[src/rtl/imem_loader.sv]
// Instruction memory loader: receives a byte stream over valid/ready, packs
// four bytes into each little-endian 32-bit word and writes the words to the
// instruction store at consecutive word-aligned addresses. The core is held in
// reset (CpuReset=1) until the whole program has been written.
//
// Optional feature macro: IMEM_LOAD_CHECKSUM_EN
//   When defined, a running XOR of all data bytes is compared against one
//   trailing checksum byte. A mismatch parks the loader in ERROR with Err=1.
module imem_loader #(
    parameter int DEPTH_LOG2 = 4
) (
    input  logic                  clk,
    input  logic                  reset,
    input  logic                  Start,
    input  logic [DEPTH_LOG2:0]   WordCount,
    input  logic [7:0]            ByteIn,
    input  logic                  ByteValid,
    output logic                  ByteReady,
    output logic                  WE,
    output logic [31:0]           WA,
    output logic [31:0]           WD,
    output logic                  Busy,
    output logic                  Done,
    output logic                  CpuReset,
    output logic                  Err
);

`ifdef IMEM_LOAD_CHECKSUM_EN
    typedef enum logic [2:0] {IDLE, RECV, WRITE, CHECK, DONE, ERROR} state_t;
    localparam state_t FINAL = CHECK;
`else
    typedef enum logic [2:0] {IDLE, RECV, WRITE, DONE} state_t;
    localparam state_t FINAL = DONE;
`endif

    localparam logic [DEPTH_LOG2:0] MAX_CNT = (DEPTH_LOG2 + 1)'(2 ** DEPTH_LOG2);

    state_t                state, state_nxt;
    logic [DEPTH_LOG2:0]   cnt;
    logic [DEPTH_LOG2-1:0] word_idx;
    logic [1:0]            byte_idx;
    logic [31:0]           wa_r;
    logic [31:0]           wd_r;
`ifdef IMEM_LOAD_CHECKSUM_EN
    logic [7:0]            csum;
`endif

    logic                  xfer;
    logic                  start_ok;
    logic [DEPTH_LOG2:0]   start_cnt;
    logic                  last_word;

    assign xfer      = ByteValid && ByteReady;
    assign start_ok  = Start && (state == IDLE || state == DONE
`ifdef IMEM_LOAD_CHECKSUM_EN
                                 || state == ERROR
`endif
                                );
    // Requests larger than the store are clipped so word_idx never wraps.
    assign start_cnt = (WordCount > MAX_CNT) ? MAX_CNT : WordCount;
    assign last_word = ({1'b0, word_idx} + (DEPTH_LOG2 + 1)'(1)) >= cnt;

    // State register.
    always_ff @(posedge clk or posedge reset) begin
        // NOTE: sequential state uses non-blocking assignments so every
        // register samples pre-edge values regardless of block ordering.
        if (reset) state <= IDLE;
        else       state <= state_nxt;
    end

    // Next-state logic and state-decoded outputs.
    always_comb begin
        // NOTE: every output gets a default first so no path infers a latch.
        state_nxt = state;
        ByteReady = 1'b0;
        WE        = 1'b0;
        Busy      = 1'b0;
        Done      = 1'b0;
        CpuReset  = 1'b1;
        Err       = 1'b0;
        case (state)
            IDLE, DONE: begin
                if (state == DONE) begin
                    Done     = 1'b1;
                    CpuReset = 1'b0;
                end
                if (Start) state_nxt = (start_cnt != '0) ? RECV : FINAL;
            end
            RECV: begin
                ByteReady = 1'b1;
                Busy      = 1'b1;
                if (xfer && byte_idx == 2'd3) state_nxt = WRITE;
            end
            WRITE: begin
                WE        = 1'b1;
                Busy      = 1'b1;
                state_nxt = last_word ? FINAL : RECV;
            end
`ifdef IMEM_LOAD_CHECKSUM_EN
            CHECK: begin
                ByteReady = 1'b1;
                Busy      = 1'b1;
                if (xfer) state_nxt = (ByteIn == csum) ? DONE : ERROR;
            end
            ERROR: begin
                Err = 1'b1;
                if (Start) state_nxt = (start_cnt != '0) ? RECV : FINAL;
            end
`endif
            default: state_nxt = IDLE;
        endcase
    end

    // Datapath: counters, byte packing, write address and checksum.
    always_ff @(posedge clk or posedge reset) begin
        if (reset) begin
            cnt      <= '0;
            word_idx <= '0;
            byte_idx <= '0;
            wa_r     <= '0;
            wd_r     <= '0;
`ifdef IMEM_LOAD_CHECKSUM_EN
            csum     <= '0;
`endif
        end else begin
            if (start_ok) begin
                cnt      <= start_cnt;
                word_idx <= '0;
                byte_idx <= '0;
`ifdef IMEM_LOAD_CHECKSUM_EN
                csum     <= '0;
`endif
            end
            if (state == RECV && xfer) begin
                wd_r[{byte_idx, 3'b000} +: 8] <= ByteIn;
                byte_idx <= byte_idx + 2'd1;
`ifdef IMEM_LOAD_CHECKSUM_EN
                csum     <= csum ^ ByteIn;
`endif
                // Address is captured with the last byte so it is stable
                // throughout the following write cycle.
                if (byte_idx == 2'd3) wa_r <= 32'({word_idx, 2'b00});
            end
            if (state == WRITE && !last_word) word_idx <= word_idx + 1'b1;
        end
    end

    assign WA = wa_r;
    assign WD = wd_r;

endmodule

[config.mk]
export PLATFORM = sky130hd
export DESIGN_NAME = imem_loader
export DESIGN_NICKNAME = d
export VERILOG_FILES = /design/src/rtl/imem_loader.sv
export SDC_FILE = /design/constraint.sdc
export NUM_CORES = 1
export LEC_CHECK = 0
export BUFFER_PORTS_ARGS = -buffer_cell sky130_fd_sc_hd__buf_4
export CORE_MARGIN = 2
export CORE_UTILIZATION = 45
export DETAILED_ROUTE_END_ITERATION = 8
export PLACE_DENSITY = 0.76
export REMOVE_ABC_BUFFERS = 1
export SLEW_MARGIN = 0
export SYNTH_ARGS = -nofsm -noshare
export SYNTH_HDL_FRONTEND = slang
export SYNTH_SLANG_ARGS = --single-unit
[constraint.sdc]
create_clock -name clk -period 2.1 [get_ports clk]
set_input_delay 0.42 -clock clk [delete_from_list [all_inputs] [get_ports clk]]
set_output_delay 0.42 -clock clk [all_outputs]
set_load 0.005 [all_outputs]
==> metrics.md <==
| Metric | Value |
|---|---|
| Outcome | finished, violations left |
| Failing checks | negative setup slack |
| Crit Path Class | flip-flop to flip-flop |
| CTS Buffer Depth | 2 |
| Final ANT Viol Nets | 0 |
| Final core utilization | 60.1% |
| Die X | approximately 78 um |
| Leakage | roughly 1.7 nW |
| Post-Layout Cell Count | 350 |
| Worst-margin pin slew | 558 ps |
| Area leader, netlist | dfrtp_1 |
| Synth unique cells | 33 |
| CTS H-Tree Depth | 2 |
| Arrival @ worst endpoint | 2310 ps |
| Register area share after synthesis | 49.7% |
| Tot Pwr | about 3.8 mW |
| WP data required | about 2300 ps |
| Top routing layer used | met4 |
| Total of max-cap violations | 0 |
| DR WL met2 | 2450 um |
| GRT Util Overall | 16.6% |
| # diodes | 0 |
| Post-Syn Area | 2470 sq um |
| Tmin final | 2120 ps |
| Final-stage net count | 312 |
| Clock sinks | 49 |
| Core Region | between 5000 and 6000 sq um |
| Global-route wire length before repair | around 8100 um |
| Row cnt | 26 |
| DRC viols | 0 |
| Hold Path Class | primary input to async pin |
| Fill cells | 451 |
| Worst Clk Skew | 7.92 ps |
| Placed cell count | 340 |
| Initial DRC count | 79 |
| Worst r2r path cells | 9 |
| Slew Limit Headroom | 62.5% |
| Avg Cell Area, Syn | 12.0 sq um |
| Ranking of synthesized cells by area | dfrtp_1 (50%), buf_4 (9.1%), a22o_1 (8.5%), ha_1 (8.1%), a22o_2 (3.2%) |
| Worst-Skew Late Latency | about 300 ps |
| Pwr/cell area | about 1200 nW/um^2 |
| Die area | a little over 6000 sq um |
| GRT overflow | 0 |
| CTS root buffer | clkbuf_8 |
| Final Cycle Share | 101% |
| Clock-pin slew on the worst setup and hold paths | 90 ps |
| Port bufs | 57 |
| Final hold violations | 0 |
| RSZ-0062 raised after global routing | yes |
| Multi-input gate area | 1110 sq um |
| Num ports | 87 |
| Top cell type's share of synthesized area | 49.7% |
| Slew Viols, Final | 0 |
| FF-to-FF setup slack | -20 ps |
| Setup ws final | -19.0 ps |
| Most frequent cells in the layout | buf_4 (70), dfrtp_1 (49), conb_1 (29), a22o_1 (24), nand2_1 (16) |
| Share of layout cells above drive strength 1 | about two fifths |
| Crit path capture type | flip-flop |
| Most common cell after layout, fill and taps aside | buf_4 |
| Vias | 1766 |
| Synth Register Bits | just under 50 |
| Starting Density | 47.4% |
| Peak supply drop | slightly above 700 uV |
| Hpwl dp | 3670 um |
| Chip height | 78.0 um |
| F_max | 472 MHz |
| CTS tree | built |
| DRT met1 WL | slightly above 2000 um |
| Initial antenna violation count | 0 |
| R2R Path End | state[1] |
| WL met3 | 371 um |
| Final GP Congestion | ~0.75 |
| CP Launch Type | flip-flop |
| Final wirelength | 4910 um |
| CP startpoint | word_idx[1] |
| Worst Path Max Fanout | 3 |
| Total CTS buffers | 5 |
| Post-Synthesis Cells | between 200 and 250 |
| FF/Latch Area | 1230 sq um |
| R2r startpoint | word_idx[1] |
| TritonRoute pass-1 iters | 4 |
| Number of global-route vias before repair | between 1500 and 2000 |
| Layout area overhead | 26.9% |
| Largest net degree at the start of global routing | 29 |
| Endpoints failing setup | 1 |
| YS warnings | 0 |
| Via-per-instance ratio | 5.05 |
| Wire per inst | approximately 14 um |
## metrics by stage
stage	setup WS [ps]	TNS (ps)	hold slack, ps	area, sq um
4_1_cts	9.43	0	146	3090
3_5_place_dp	-172	-763	473	2950
3_3_place_gp	-114	-449	465	2950
2_1_floorplan	-98.1	-292	450	2330
6_report	-19.0	-19.0	132	3130
5_1_grt	-114	-114	164	3130
## cell families after synthesis
kind of cell               count (synthesis)  synth area share, %
AOI/OAI and AO/OA                         48                 15.7
xor gates and xnor gates                   1                0.355
muxes                                      7                 3.09
and+or+nand+nor                           40                 11.5
adders and majority gates                 16                 8.12
DFF                                       49                 49.7
other                                      1                0.152
buffers and inverters                     43                 11.4
## worst max-delay path: stages (launching register included)
cell      delay, ps
dfrtp_1         390
ha_2            210
nor2b_4         130
or2_4           230
ha_4            220
a21o_1          170
a31oi_2         190
o21ai_1         110
a221oi_2        290
nor2_1           80
## area by class of cell
cell class | instances | area share (%)
Tap cell | 70 | 2.80
Clock inverter | 2 | 1.20
Multi-Input combinational cell | 141 | 35.4
Inverter | 11 | 1.32
Clock buffer | 6 | 2.64
Timing Repair Buffer | 71 | 17.4
Sequential cell | 49 | 39.2
## what timing repair did
item                       4_1_cts  5_1_grt
setup endpoints to repair        5        5
gates cloned                     0        0
gates resized for setup          3        6
buffers inserted                 0        2
pin swaps                        2        6
hold endpoints to repair         0        0
hold buffers                     0        0
## Yosys cell counts (all sizes together)
library cell	count
inv	11
ha	16
nand3	3
xnor2	1
or2	1
and3	1
and2	1
mux2	5
nor2b	2
a21o	1
buf	31
dfrtp	49
nand3b	1
a21oi	1
or4	1
a221oi	1
clkbuf	1
a22o	32
mux2i	2
a2bb2oi	1
o211a	1
conb	1
nor4b	3
a31oi	1
o21ai	10
nand2	19
nor2	2
nand2b	5
nor4	1
## report_power, final
part           switching, mW  total, mW  leakage [nW]  internal [mW]
clock                  0.312      0.699        0.0574          0.387
combinational          0.771       1.68         0.940          0.909
sequential             0.184       1.41         0.662           1.23
total                   1.27       3.79          1.66           2.53
## flip-flops by register name (all words and copies together), names as in the netlist
signal    flops
state         2
word_idx      4
cnt           5
WA            4
WD           32
byte_idx      2
## layer usage
metal	track usage (%)	up-vias
met4	4.21	0
met2	28.7	84
met5	0	-
li1	-	817
met1	21.2	861
met3	3.91	4
## worst max path at each step
stage | slack (ps) | depth (start not counted) | end
after floorplan | -100 | 9 | state[1]
after global placement | -110 | 9 | word_idx[3]
after detailed placement | -170 | 9 | state[1]
after CTS | 9 | 9 | word_idx[3]
after global routing | -110 | 9 | state[1]
final | -20 | 9 | state[1]
Note: power is estimated with default switching activity, not from simulation.
